==> src/rtl/sram_skew_feeder.sv <==
// Operand SRAM read sequencer: streams K words from base_addr and skews byte lane i by i cycles.
// Optional `FEEDER_STALL_EN` adds a stall input that freezes the whole feeder.
module sram_skew_feeder #(
    parameter int ADDR_W = 10,
    parameter int LANES  = 4,
    parameter int DATA_W = 8,
    parameter int CNT_W  = 8
) (
    input  logic                      clk,
    input  logic                      rst_n,
`ifdef FEEDER_STALL_EN
    input  logic                      stall,
`endif
    input  logic                      start,
    input  logic [ADDR_W-1:0]         base_addr,
    input  logic [CNT_W-1:0]          num_words,
    output logic                      sram_csb,
    output logic [ADDR_W-1:0]         sram_raddr,
    input  logic [LANES*DATA_W-1:0]   sram_rdata,
    output logic [LANES*DATA_W-1:0]   lane_data,
    output logic [LANES-1:0]          lane_valid,
    output logic                      busy,
    output logic                      done
);

    localparam int DRN_W = $clog2(LANES + 1);
    // DRAIN covers the capture stage plus the deepest lane delay.
    localparam logic [DRN_W-1:0] DRAIN_LAST = DRN_W'(LANES);

    typedef enum logic [1:0] {
        S_IDLE  = 2'd0,
        S_READ  = 2'd1,
        S_DRAIN = 2'd2,
        S_DONE  = 2'd3
    } state_t;

    state_t              state_q;
    logic                csb_q;
    logic [ADDR_W-1:0]   raddr_q;
    logic [CNT_W-1:0]    left_q;
    logic [DRN_W-1:0]    drain_q;
    logic                busy_q;
    logic                done_q;
    logic                rvalid_q;
    logic [LANES-1:0]    vld_q;
    logic                adv;

`ifdef FEEDER_STALL_EN
    assign adv = ~stall;
`else
    assign adv = 1'b1;
`endif

    // A stalled cycle must never issue a read, so csb is forced high combinationally.
    assign sram_csb   = csb_q | ~adv;
    assign sram_raddr = raddr_q;
    assign busy       = busy_q;
    assign done       = done_q;
    assign lane_valid = vld_q;

    always_ff @(posedge clk or negedge rst_n) begin
        if (!rst_n) begin
            state_q <= S_IDLE;
            csb_q   <= 1'b1;
            raddr_q <= '0;
            left_q  <= '0;
            drain_q <= '0;
            busy_q  <= 1'b0;
            done_q  <= 1'b0;
        end else if (adv) begin
            done_q <= 1'b0;
            case (state_q)
                S_IDLE: begin
                    if (start) begin
                        if (num_words != '0) begin
                            state_q <= S_READ;
                            csb_q   <= 1'b0;
                            raddr_q <= base_addr;
                            left_q  <= num_words;
                            busy_q  <= 1'b1;
                        end else begin
                            state_q <= S_DONE;
                            done_q  <= 1'b1;
                        end
                    end
                end
                S_READ: begin
                    left_q <= left_q - CNT_W'(1);
                    if (left_q == CNT_W'(1)) begin
                        state_q <= S_DRAIN;
                        csb_q   <= 1'b1;
                        drain_q <= '0;
                    end else begin
                        raddr_q <= raddr_q + ADDR_W'(1);
                    end
                end
                S_DRAIN: begin
                    if (drain_q == DRAIN_LAST) begin
                        state_q <= S_DONE;
                        busy_q  <= 1'b0;
                        done_q  <= 1'b1;
                    end else begin
                        drain_q <= drain_q + DRN_W'(1);
                    end
                end
                S_DONE: state_q <= S_IDLE;
                default: state_q <= S_IDLE;
            endcase
        end
    end

    // rdata is meaningful exactly one un-stalled cycle after a read was issued.
    always_ff @(posedge clk or negedge rst_n) begin
        if (!rst_n) begin
            rvalid_q <= 1'b0;
            vld_q    <= '0;
        end else if (adv) begin
            rvalid_q <= ~csb_q;
            vld_q    <= {vld_q[LANES-2:0], rvalid_q};
        end
    end

    genvar gi;
    generate
        for (gi = 0; gi < LANES; gi++) begin : g_lane
            // Stage 0 is the capture register; lane gi reads stage gi.
            logic [DATA_W-1:0] sr_q [0:gi];

            always_ff @(posedge clk or negedge rst_n) begin
                if (!rst_n) begin
                    for (int d = 0; d <= gi; d++) sr_q[d] <= '0;
                end else if (adv) begin
                    sr_q[0] <= rvalid_q ? sram_rdata[(LANES-gi)*DATA_W-1 -: DATA_W] : '0;
                    for (int d = 1; d <= gi; d++) sr_q[d] <= sr_q[d-1];
                end
            end

            assign lane_data[gi*DATA_W +: DATA_W] = sr_q[gi];
        end
    endgenerate

endmodule

==> config.mk <==
export PLATFORM = sky130hd
export DESIGN_NAME = sram_skew_feeder
export DESIGN_NICKNAME = d
export VERILOG_FILES = /design/src/rtl/sram_skew_feeder.sv
export SDC_FILE = /design/constraint.sdc
export NUM_CORES = 1
export LEC_CHECK = 0
export ABC_AREA = 1
export CAP_MARGIN = 20
export CORE_MARGIN = 2
export CORE_UTILIZATION = 50
export DETAILED_ROUTE_END_ITERATION = 8
export PLACE_DENSITY = 0.77
export SYNTH_ARGS = -nofsm -noshare
export SYNTH_HDL_FRONTEND = slang
export SYNTH_SLANG_ARGS = --single-unit
==> constraint.sdc <==
create_clock -name clk -period 1.7 [get_ports clk]
set_clock_uncertainty 0.2 [all_clocks]
set_input_delay 0.34 -clock clk [delete_from_list [all_inputs] [get_ports clk]]
set_output_delay 0.34 -clock clk [all_outputs]
set_load 0.005 [all_outputs]
==> summary.txt <==
Status
  • Status: completed

Timing
  • Slack of the critical path: 0.0516 ns
  • Headroom to the max-slew limit: 77.3%
  • Setup repair after global routing missed its margin: true
  • Total of endpoints with negative setup slack in the final report: 0
  • Post-route clock period utilization: 97.0%
  • Number of hold-slack violations in the final timing report: 0
  • Min Tclk post-route: 1.65 ns
  • Max Freq: 607 MHz
  • Fin. max-slew vios: 0
  • Worst Tran Pin Value: 0.340 ns

Global routing
  • Wire length of the first global-routing pass: 14,000 µm
  • Number of global-route vias before repair: 3,127
  • Overflow left after global routing: 0
  • Antenna violations before repair: 0
  • Total routing usage reported by global routing: 18.3%
  • Pin count of the biggest net entering global routing: 49

Clocking
  • CTS Buffer Depth: 2
  • Clock net sink count: 111
  • Source-to-sink clock delay at the later pin of the worst-skew pair: 0.36 ns
  • Number of H-tree levels: 3
  • Clock tree from TritonCTS: built
  • Cts bufs inserted: 9
  • Root buf cell: clkbuf_8
  • Worst-path clk slew: 0.10 ns

Pwr
  • Leakage power figure: 2.98 nW
  • Clock network power share: 18.3%
  • Power Internal: 0.00521 W
  • Proportion of power drawn by flip-flops and latches: 42.4%
  • Combinational share of power: 39.3%
  • Sw power: 0.00300 W
  • Power density of the placed cells: 1430 nW/µm²
  • Switching part of the total: 36.6%
  • Peak ir drop on the vdd network: 0.000763 V

Synthesis
  • Instance count of the mapped netlist: 445
  • Fraction of the yosys area taken by sequential cells: 63.6%
  • Post-synthesis xor/xnor area fraction: 0.201%
  • Simple-gate share of the synthesized area: 19.4%
  • Biggest area consumer among synthesized cells: dfrtp_1
  • Unique masters post-synth: 25
  • EDFF count, synth: 0
  • Cell Area, Synth: 4370 µm²
  • Async S/R FF share, synth: 100%
  • Share of synthesized area spent on multiplexers: 0%
  • Most frequent cells after synthesis: nand2_1, dfrtp_1, inv_1
  • Most repeated cell in the gate-level netlist after synthesis: nand2_1
  • Adder-cell share of the synthesized area: 2.29%
  • Most instantiated flip-flop cell in the synthesis netlist: dfrtp_1
  • Area contributors post-synth: dfrtp_1, nand2_1, inv_1
  • Synthesis warning total: 0
  • Area fraction of the dominant cell type after synthesis: 63.0%
  • Flops & latches, synth: 111
  • Combinational family with the most area after synthesis: simple AND/OR/NAND/NOR gates
  • Synthesized net count: 506
  • Mean area per synthesized cell: 9.82 µm²
  • Compound-gate portion of the synthesized area: 3.61%

Die
  • Horizontal die dimension: 97.5 µm
  • Area of the core: 8590 µm²
  • Initial core utilization: 50.8%
  • Standard-cell rows: 34
  • Die outline height: 97.5 µm
  • Number of top-level design ports: 102
  • DIE AREA: 9500 µm²

Cells and area
  • Share of cells above drive strength 1: 14.9%
  • Net count, final: 614
  • Post-route design area: 5750 µm²
  • Antenna diode count: 0
  • Signed area change from the synthesized netlist to the final layout: 31.7%

Setup path
  • Setup crit start kind: flop
  • Type of the worst setup path: reg -> reg
  • CP Cell Sequence: inv_2, ha_4, inv_4, o21ai_4, nand3_4, buf_6, nand2_1, nand2_1
  • Most common cell on crit path: nand2_1
  • Worst path required time: 1.76 ns
  • Slack of the worst reg-to-reg path: 0.05 ns
  • Max FO, Critical Path: 6
  • Slowest cell on the critical path: dfrtp_1
  • Type of destination of the critical path: flop
  • Critical path data arrival time: 1.70 ns
  • Largest stage delay, worst path: 0.40 ns

Drt
  • Final routed DRC violation total: 0
  • Routed wire length: 8250 µm
  • Iteration-0 DRC count of the detailed router: 90
  • Number of vias after detailed routing: 3,088
  • Antenna viol nets, final: 0
  • Avg WL per Cell: 12.4 µm
  • Router iterations before antenna repair: 4
  • Vias per cell: 4.64

Place
  • DP Worst Slack: -0.335 ns
  • Placed wire-length estimate: 5790 µm
  • IO buf count: 101
  • Weighted congestion at the end of routability-driven global placement: 0.834
  • Placed standard-cell area: 5460 µm²

Hold path
  • Type of the worst min-delay path: reg -> reg

Flow run
  • Max Cap Viol: 0
[worst max-delay path: cells and delay by family, from the launching register on]
family	cells	cell delay, ns
AOI/OAI and AO/OA	1	0.23
buffers and inverters	3	0.31
and+or+nand+nor	3	0.25
adders and majority gates	1	0.16
DFF	1	0.40
[registers in the layout (all words and copies together) (netlist names)]
signal,flops
busy,1
done,1
drain_q,3
g_lane.sr_q,56
lane_data,24
lane_valid,4
left_q,8
rvalid_q,1
sram_csb,1
sram_raddr,10
state_q,2
[kinds of logic after synthesis]
| kind of cell | count (synthesis) |
|---|---|
| compound gates | 25 |
| flops | 111 |
| fa+ha+maj | 8 |
| simple gates | 202 |
| buf+inv | 98 |
| xor+xnor | 1 |
[final timing paths]
check                                       startpoint                        end  cells past startpoint
max                             state_q[1]$_DFFE_PN0P_  sram_raddr[2]$_DFFE_PN0P_                      8
max reg2reg                     state_q[1]$_DFFE_PN0P_  sram_raddr[2]$_DFFE_PN0P_                      8
max in group asynchronous                        rst_n       sram_csb$_DFFE_PN1P_                      3
min                        g_lane[2].sr_q[8]$_DFF_PN0_    lane_data[16]$_DFF_PN0_                      0
min in group asynchronous                        rst_n    lane_data[21]$_DFF_PN0_                      2
min reg2reg                g_lane[2].sr_q[8]$_DFF_PN0_    lane_data[16]$_DFF_PN0_                      0
[through the flow]
step                      instances  power [W]  utilization [%]  hold WS [ns]  TNS, ns
after global routing            666    0.00883             66.9         0.161   -0.107
final                           666    0.00821             66.9         0.153        0
after detailed placement        641    0.00655             63.5        0.0468    -5.72
after global placement          641    0.00642             63.5        0.0384    -4.28
after CTS                       667    0.00812             66.3         0.156        0
after floorplan                 445    0.00536                -        -0.156        0
[layer usage]
layer / vias up / GRT usage, % / wire length [µm]
met3: 4 / 3.81 / 462
li1: 1530 / - / -
met2: 92 / 31.2 / 4120
met5: - / 0 / 0
met1: 1462 / 23.1 / 3640
met4: 0 / 7.05 / 31
[power by group through the flow]
stage	sequential, W	clock (W)	combinational (W)
after global placement	0.00356	0	0.00286
after CTS	0.00347	0.00156	0.00308
after global routing	0.00355	0.00165	0.00363
final	0.00349	0.00150	0.00323
after floorplan	0.00354	0	0.00182
after detailed placement	0.00359	0	0.00295
[what timing repair did]
action                                  4_1_cts  5_1_grt
gates resized for setup                      57       27
pin swaps                                     0        5
hold buffers                                  1        0
buffers inserted                              9        0
endpoints found under the hold margin       110        0
endpoints found under the setup margin       68       26
[cell type report]
cell class | instances | area [µm²]
Clock inverter | 6 | 62.6
Clock buffer | 10 | 128
Multi-Input combinational cell | 236 | 1180
Timing Repair Buffer | 131 | 1210
Fill cell | 711 | 2840
Inverter | 64 | 253
Tap cell | 108 | 135
Sequential cell | 111 | 2780
[placed cells by master, fill, tap and decap left out, types with 3 or more instances in the layout]
cell / instances
nand2_1: 129
dfrtp_1: 109
inv_1: 59
clkdlybuf4s50_1: 51
dlygate4sd2_1: 48
nand3_1: 25
buf_4: 24
nor2_1: 21
nand2_2: 12
o21ai_0: 11
clkbuf_8: 9
o21ai_2: 5
nor2_2: 4
o21ai_1: 4
ha_1: 4
buf_6: 4
nand4_1: 3
inv_6: 3
No activity file was read; power rests on OpenSTA's default activity.
